$ cat src/rtl/branch_redirect_pc_if.sv
// Bundle carrying the EX redirect inputs, fetch request handshake, status and stats of the PC stage.
// The master modport is the PC stage; the slave modport is the surrounding pipeline (EX, decode, fetch).
interface branch_redirect_pc_if #(
   parameter int XLEN = 64
);
   logic            ex_valid;
   logic [XLEN-1:0] ex_pc;
   logic [XLEN-1:0] ex_imm;
   logic            btype;
   logic            jump;
   logic            jal;
   logic            jalr;
   logic [XLEN-1:0] rs1_data;
   logic            stall;
   logic            if_ready;
   logic            if_valid;
   logic [XLEN-1:0] if_pc;
   logic            flush;
   logic            misalign;
   logic [31:0]     br_taken_cnt;
   logic [31:0]     br_total_cnt;

   modport master (
      input  ex_valid, ex_pc, ex_imm, btype, jump, jal, jalr, rs1_data, stall, if_ready,
      output if_valid, if_pc, flush, misalign, br_taken_cnt, br_total_cnt
   );

   modport slave (
      output ex_valid, ex_pc, ex_imm, btype, jump, jal, jalr, rs1_data, stall, if_ready,
      input  if_valid, if_pc, flush, misalign, br_taken_cnt, br_total_cnt
   );
endinterface

$ cat src/rtl/branch_redirect_pc.sv
// Fetch PC generator with static not-taken prediction; taken branches/jumps redirect fetch and flush IF/ID.
// Optional branch statistics counters are enabled by defining YSYX_22040931_BR_STATS_EN.
module branch_redirect_pc #(
   parameter int              XLEN        = 64,
   parameter logic [XLEN-1:0] RESET_PC    = 'h8000_0000,
   parameter int              FLUSH_SLOTS = 2
) (
   input logic                  clk,
   input logic                  rst_n,
   branch_redirect_pc_if.master bus
);

   typedef enum logic [1:0] {
      ST_BOOT  = 2'd0,
      ST_RUN   = 2'd1,
      ST_FLUSH = 2'd2,
      ST_HALT  = 2'd3
   } state_e;

   localparam logic [2:0]      FLUSH_INIT = 3'(FLUSH_SLOTS - 1);
   localparam logic [XLEN-1:0] PC_STEP    = XLEN'(4);
   localparam logic [XLEN-1:0] JALR_MASK  = {{(XLEN-1){1'b1}}, 1'b0};

   state_e          state_q, state_d;
   logic [XLEN-1:0] pc_q, pc_d;
   logic [2:0]      flush_cnt_q, flush_cnt_d;
   logic            misalign_q, misalign_d;

   logic            in_run;
   logic            redirect;
   logic [XLEN-1:0] jalr_sum;
   logic [XLEN-1:0] target;
   logic            target_misaligned;
   logic            fetch_fire;

   assign in_run            = (state_q == ST_RUN);
   assign redirect          = in_run && bus.ex_valid &&
                              ((bus.btype && bus.jump) || bus.jal || bus.jalr);
   assign jalr_sum          = bus.rs1_data + bus.ex_imm;
   assign target            = bus.jalr ? (jalr_sum & JALR_MASK) : (bus.ex_pc + bus.ex_imm);
   assign target_misaligned = (target[1:0] != 2'b00);
   assign fetch_fire        = in_run && bus.if_ready && !bus.stall;

   always_ff @(posedge clk or negedge rst_n) begin
      if (!rst_n) begin
         state_q     <= ST_BOOT;
         pc_q        <= RESET_PC;
         flush_cnt_q <= 3'd0;
         misalign_q  <= 1'b0;
      end else begin
         state_q     <= state_d;
         pc_q        <= pc_d;
         flush_cnt_q <= flush_cnt_d;
         misalign_q  <= misalign_d;
      end
   end

   always_comb begin
      state_d     = state_q;
      pc_d        = pc_q;
      flush_cnt_d = flush_cnt_q;
      misalign_d  = misalign_q;

      unique case (state_q)
         ST_BOOT: begin
            state_d = ST_RUN;
         end
         ST_RUN: begin
            // A redirect wins over stall and over a same-cycle accepted request; that request is flushed.
            if (redirect) begin
               if (target_misaligned) begin
                  misalign_d = 1'b1;
                  state_d    = ST_HALT;
               end else begin
                  pc_d        = target;
                  flush_cnt_d = FLUSH_INIT;
                  state_d     = ST_FLUSH;
               end
            end else if (fetch_fire) begin
               pc_d = pc_q + PC_STEP;
            end
         end
         ST_FLUSH: begin
            if (flush_cnt_q == 3'd0) begin
               state_d = ST_RUN;
            end else begin
               flush_cnt_d = flush_cnt_q - 3'd1;
            end
         end
         ST_HALT: begin
            state_d = ST_HALT;
         end
         default: begin
            state_d = ST_BOOT;
         end
      endcase
   end

   assign bus.if_valid = in_run;
   assign bus.if_pc    = pc_q;
   assign bus.flush    = (state_q == ST_FLUSH);
   assign bus.misalign = misalign_q;

`ifdef YSYX_22040931_BR_STATS_EN
   logic        resolved;
   logic [31:0] taken_cnt_q, taken_cnt_d;
   logic [31:0] total_cnt_q, total_cnt_d;

   assign resolved = in_run && bus.ex_valid && (bus.btype || bus.jal || bus.jalr);

   // Both counters saturate instead of wrapping.
   always_comb begin
      taken_cnt_d = taken_cnt_q;
      total_cnt_d = total_cnt_q;
      if (redirect && (taken_cnt_q != 32'hFFFF_FFFF)) begin
         taken_cnt_d = taken_cnt_q + 32'd1;
      end
      if (resolved && (total_cnt_q != 32'hFFFF_FFFF)) begin
         total_cnt_d = total_cnt_q + 32'd1;
      end
   end

   always_ff @(posedge clk or negedge rst_n) begin
      if (!rst_n) begin
         taken_cnt_q <= 32'd0;
         total_cnt_q <= 32'd0;
      end else begin
         taken_cnt_q <= taken_cnt_d;
         total_cnt_q <= total_cnt_d;
      end
   end

   assign bus.br_taken_cnt = taken_cnt_q;
   assign bus.br_total_cnt = total_cnt_q;
`else
   assign bus.br_taken_cnt = 32'h0;
   assign bus.br_total_cnt = 32'h0;
`endif

endmodule

$ cat src/flat_wrapper.sv
// flat-port wrapper written by rule: the top's interface ports become plain ports
module branch_redirect_pc_flat 
#(
   parameter int              XLEN        = 64,
   parameter logic [XLEN-1:0] RESET_PC    = 'h8000_0000,
   parameter int              FLUSH_SLOTS = 2
)
  (clk, rst_n, bus_ex_valid, bus_ex_pc, bus_ex_imm, bus_btype, bus_jump, bus_jal, bus_jalr, bus_rs1_data, bus_stall, bus_if_ready, bus_if_valid, bus_if_pc, bus_flush, bus_misalign, bus_br_taken_cnt, bus_br_total_cnt);
  branch_redirect_pc_if #(.XLEN(XLEN)) bus_i ();
  input logic clk;
  input logic rst_n;
  input wire logic [$bits(bus_i.ex_valid)-1:0] bus_ex_valid;
  input wire logic [$bits(bus_i.ex_pc)-1:0] bus_ex_pc;
  input wire logic [$bits(bus_i.ex_imm)-1:0] bus_ex_imm;
  input wire logic [$bits(bus_i.btype)-1:0] bus_btype;
  input wire logic [$bits(bus_i.jump)-1:0] bus_jump;
  input wire logic [$bits(bus_i.jal)-1:0] bus_jal;
  input wire logic [$bits(bus_i.jalr)-1:0] bus_jalr;
  input wire logic [$bits(bus_i.rs1_data)-1:0] bus_rs1_data;
  input wire logic [$bits(bus_i.stall)-1:0] bus_stall;
  input wire logic [$bits(bus_i.if_ready)-1:0] bus_if_ready;
  output wire logic [$bits(bus_i.if_valid)-1:0] bus_if_valid;
  output wire logic [$bits(bus_i.if_pc)-1:0] bus_if_pc;
  output wire logic [$bits(bus_i.flush)-1:0] bus_flush;
  output wire logic [$bits(bus_i.misalign)-1:0] bus_misalign;
  output wire logic [$bits(bus_i.br_taken_cnt)-1:0] bus_br_taken_cnt;
  output wire logic [$bits(bus_i.br_total_cnt)-1:0] bus_br_total_cnt;
  assign bus_i.ex_valid = bus_ex_valid;
  assign bus_i.ex_pc = bus_ex_pc;
  assign bus_i.ex_imm = bus_ex_imm;
  assign bus_i.btype = bus_btype;
  assign bus_i.jump = bus_jump;
  assign bus_i.jal = bus_jal;
  assign bus_i.jalr = bus_jalr;
  assign bus_i.rs1_data = bus_rs1_data;
  assign bus_i.stall = bus_stall;
  assign bus_i.if_ready = bus_if_ready;
  assign bus_if_valid = bus_i.if_valid;
  assign bus_if_pc = bus_i.if_pc;
  assign bus_flush = bus_i.flush;
  assign bus_misalign = bus_i.misalign;
  assign bus_br_taken_cnt = bus_i.br_taken_cnt;
  assign bus_br_total_cnt = bus_i.br_total_cnt;
  branch_redirect_pc #(.XLEN(XLEN), .RESET_PC(RESET_PC), .FLUSH_SLOTS(FLUSH_SLOTS)) u_core (.clk(clk), .rst_n(rst_n), .bus(bus_i));
endmodule
$ cat config.mk
export PLATFORM = sky130hd
export DESIGN_NAME = branch_redirect_pc_flat
export DESIGN_NICKNAME = d
export VERILOG_FILES = /design/src/rtl/branch_redirect_pc_if.sv /design/src/rtl/branch_redirect_pc.sv /design/src/flat_wrapper.sv
export SDC_FILE = /design/constraint.sdc
export NUM_CORES = 1
export LEC_CHECK = 0
export ABC_AREA = 1
export CORE_MARGIN = 5
export CORE_UTILIZATION = 59
export DETAILED_ROUTE_END_ITERATION = 10
export PLACE_DENSITY = 0.88
export SYNTH_ARGS = -nofsm -noshare
export SYNTH_HDL_FRONTEND = slang
export SYNTH_SLANG_ARGS = --single-unit
$ cat constraint.sdc
create_clock -name clk -period 4.5 [get_ports clk]
set_input_delay 0.9 -clock clk [delete_from_list [all_inputs] [get_ports clk]]
set_output_delay 0.9 -clock clk [all_outputs]
set_load 0.02 [all_outputs]
==> summary.md <==
| Metric | Value |
|---|---|
| Status | `finished, final reports clean` |
| Unrepaired setup endpoints after global routing | `no` |
| Worst hold slack | `0.465 ns` |
| VDD IR max | `199 uV` |
| Launch point of the worst path | `bus_ex_imm[14]` |
| CTS tree | `done` |
| Pre-CTS setup slack | `0.588 ns` |
| Global-route wire length before repair | `112000 um` |
| Sequential share of the synthesized area | `0.101` |
| Synth area leader | `nand2_1` |
| Period utilization | `0.815` |
| NumNets Final | `4013` |
| Setup crit end | `u_core.bus.if_pc[25]` |
| Synth Instances | `3437` |
| Pin count of the biggest net entering global routing | `72` |
| Layout Cells excl Fill | `4077` |
| I/O pin total | `332` |
| CP required | `4.77 ns` |
| Most common flop cell mapped by yosys | `dfrtp_1` |
| Post-synth EDFFs | `0` |
| Top-area cell type share of the netlist area | `0.295` |
| DR WL/cell | `18.2 um` |
| Worst r2r src | `u_core.state_q[1]` |
| Clock Latency Late Sink | `0.34 ns` |
| Yosys reg bits | `70` |
| CP Capture Type | `flop` |
| Hpwl dp | `62700 um` |
| Routed Antenna Nets | `0` |
| Setup violations, final | `0` |
| Synthesized area | `17400 um2` |
| Crit path time final | `3.67 ns` |
| Core Util, Final | `0.699` |
| Reg2reg setup slack | `1.92 ns` |
| Crit path DAT | `3.94 ns` |
| Full die area | `33100 um2` |
| Vias post-DR | `23.0k` |
| Worst reg2reg path endpoint | `u_core.bus.if_pc[41]` |
| FP Rows | `63` |
| Commonest cells after routing, fill and taps aside | `nand2_1, inv_1, nor2_1` |
| # fillers | `2832` |
| Clock sink count | `70` |
| Max Root-Sink Buffers | `2` |
| Synth area leaders | `nand2_1, inv_1, dfrtp_1` |
| Relative slew slack | `0.241` |
| Final Hold Fails | `0` |
| Post-synth cell types | `48` |
| R2R depth | `9` |
| CTS buffer count | `9` |
| Initial antenna violation count | `0` |
| Core area | `29400 um2` |
| Crit Path Max Fanout | `5` |
| Total Routing Usage GR | `0.426` |
| Leak | `0.0118 uW` |
| Gpl congestion | `1.11` |
| Multi-input gate area | `12700 um2` |
| Worst hold path type | `reg -> reg` |
| Total gr overflow | `0` |
| DRC Markers | `0` |
| Synth async-reset ratio | `1.00` |
| Die height | `182 um` |
| CP Class | `in -> reg` |
| Sum of negative setup slack | `0 ns` |
| Post-cts hold buffer count | `0` |
| Max_cap viols | `0` |
| Initial core utilization | `0.593` |
| Die W | `182 um` |
| Detailed Route Iter0 Violations | `2874` |
| Post-Route Skew | `0.00982 ns` |
| Vias in the first global route | `21.0k` |
| Least-Margin Pin Slew | `1.14 ns` |
| Power per cell area | `173 nW/um2` |
| Fin. max-slew vios | `0` |
| Most common cell after layout, fill and taps aside | `nand2_1` |
| Clk slew on worst S/H paths | `0.07 ns` |
| Highest Clock Rate | `273 MHz` |
| WL final | `74100 um` |
| Clock root buffer | `clkbuf_16` |
| Layout cell share with drive strength beyond 1 | `0.0203` |
| DR vias/cell | `5.63` |
| Dpl cells | `4061` |
| Post-CTS Setup Repair Bufs | `0` |
| Syn avg cell area | `5.07 um2` |
| Synthesis-to-finish area growth | `17.9%` |
| H-tree lvl count | `3` |
| ANT cells | `0` |
| Yosys warns | `0` |
| Post_cts resized | `0` |
| Register area | `1750 um2` |
| PnR worst setup slack | `0.831 ns` |
| Drt first pass iters | `6` |
| CP Launch Type | `primary input` |
| Port-buffer cells | `267` |
through the flow:
step / power (uW) / instance area, um2
final: 3560 / 20500
after global routing: 3770 / 20500
after CTS: 3480 / 20500
after detailed placement: 2680 / 20200
after global placement: 2650 / 20200
after floorplan: 1970 / 17700
cell usage after synthesis (all sizes together) (2+ instances only):
library cell	instances
nor2	336
o21a	2
fa	2
o21ai	89
and2	4
nor4	12
clkbuf	15
xor2	49
xnor2	22
dfrtp	69
o22ai	2
ha	128
nand3b	25
o21bai	15
inv	673
nand4	44
o211ai	2
buf	87
nand3	183
nand2	1381
a31oi	4
nor3	60
or2	7
a21oi	214
a22oi	3
registers in the layout, indices dropped and copies added, names as in the netlist:
signal and flops:
u_core.bus.if_pc 64, u_core.bus.misalign 1, u_core.flush_cnt_q 3, u_core.state_q 2
cells by family after synthesis:
kind of cell | share of synthesized area
flip-flops | 0.101
buffers and inverters | 0.182
AND/OR/NAND/NOR | 0.486
AO/OA/AOI/OAI | 0.101
other | 0.000215
adder cells (fa/ha/maj) | 0.0942
XOR/XNOR | 0.0357
worst min-delay path by stage:
stage / startpoint / end / slack (ns) / depth (start not counted)
5_1_grt: u_core.bus.misalign / u_core.bus.misalign / 0.49 / 1
3_5_place_dp: u_core.bus.misalign / u_core.bus.misalign / 0.45 / 1
2_1_floorplan: u_core.flush_cnt_q[2] / u_core.flush_cnt_q[2] / 0.50 / 2
3_3_place_gp: u_core.bus.misalign / u_core.bus.misalign / 0.44 / 1
6_report: u_core.bus.misalign / u_core.bus.misalign / 0.46 / 1
4_1_cts: u_core.bus.misalign / u_core.bus.misalign / 0.46 / 1
where the power goes:
group	total, uW	internal [uW]	switching, uW
clock network	801	493	309
logic	2060	702	1360
registers	695	652	43.4
total	3560	1850	1710
layout make-up:
type                            count  share of cell area
Multi-Input combinational cell   2655               0.620
Timing Repair Buffer              273               0.132
Inverter                          673               0.123
Sequential cell                    70              0.0853
Tap cell                          390              0.0238
Clock buffer                        9              0.0110
Clock inverter                      7             0.00499
per-layer routing:
layer,up-vias,track usage,routed length [um]
li1,10900,-,-
met1,9994,0.529,27400
met2,1713,0.666,31000
met3,336,0.0970,9570
met4,0,0.267,6130
met5,-,0,0
worst max-delay path: stages:
cell and delay [ns]:
clkdlybuf4s50_1 0.51, ha_1 0.40, nand2_1 0.09, nand2_1 0.08, nand2_1 0.06, nand2_1 0.08, a21oi_1 0.34, nor2_1 0.07
nor2_1 0.20, nand2_1 0.14, o21ai_0 0.56, nand3_1 0.31, a21oi_1 0.20
Power figures use the tool's default switching activity.
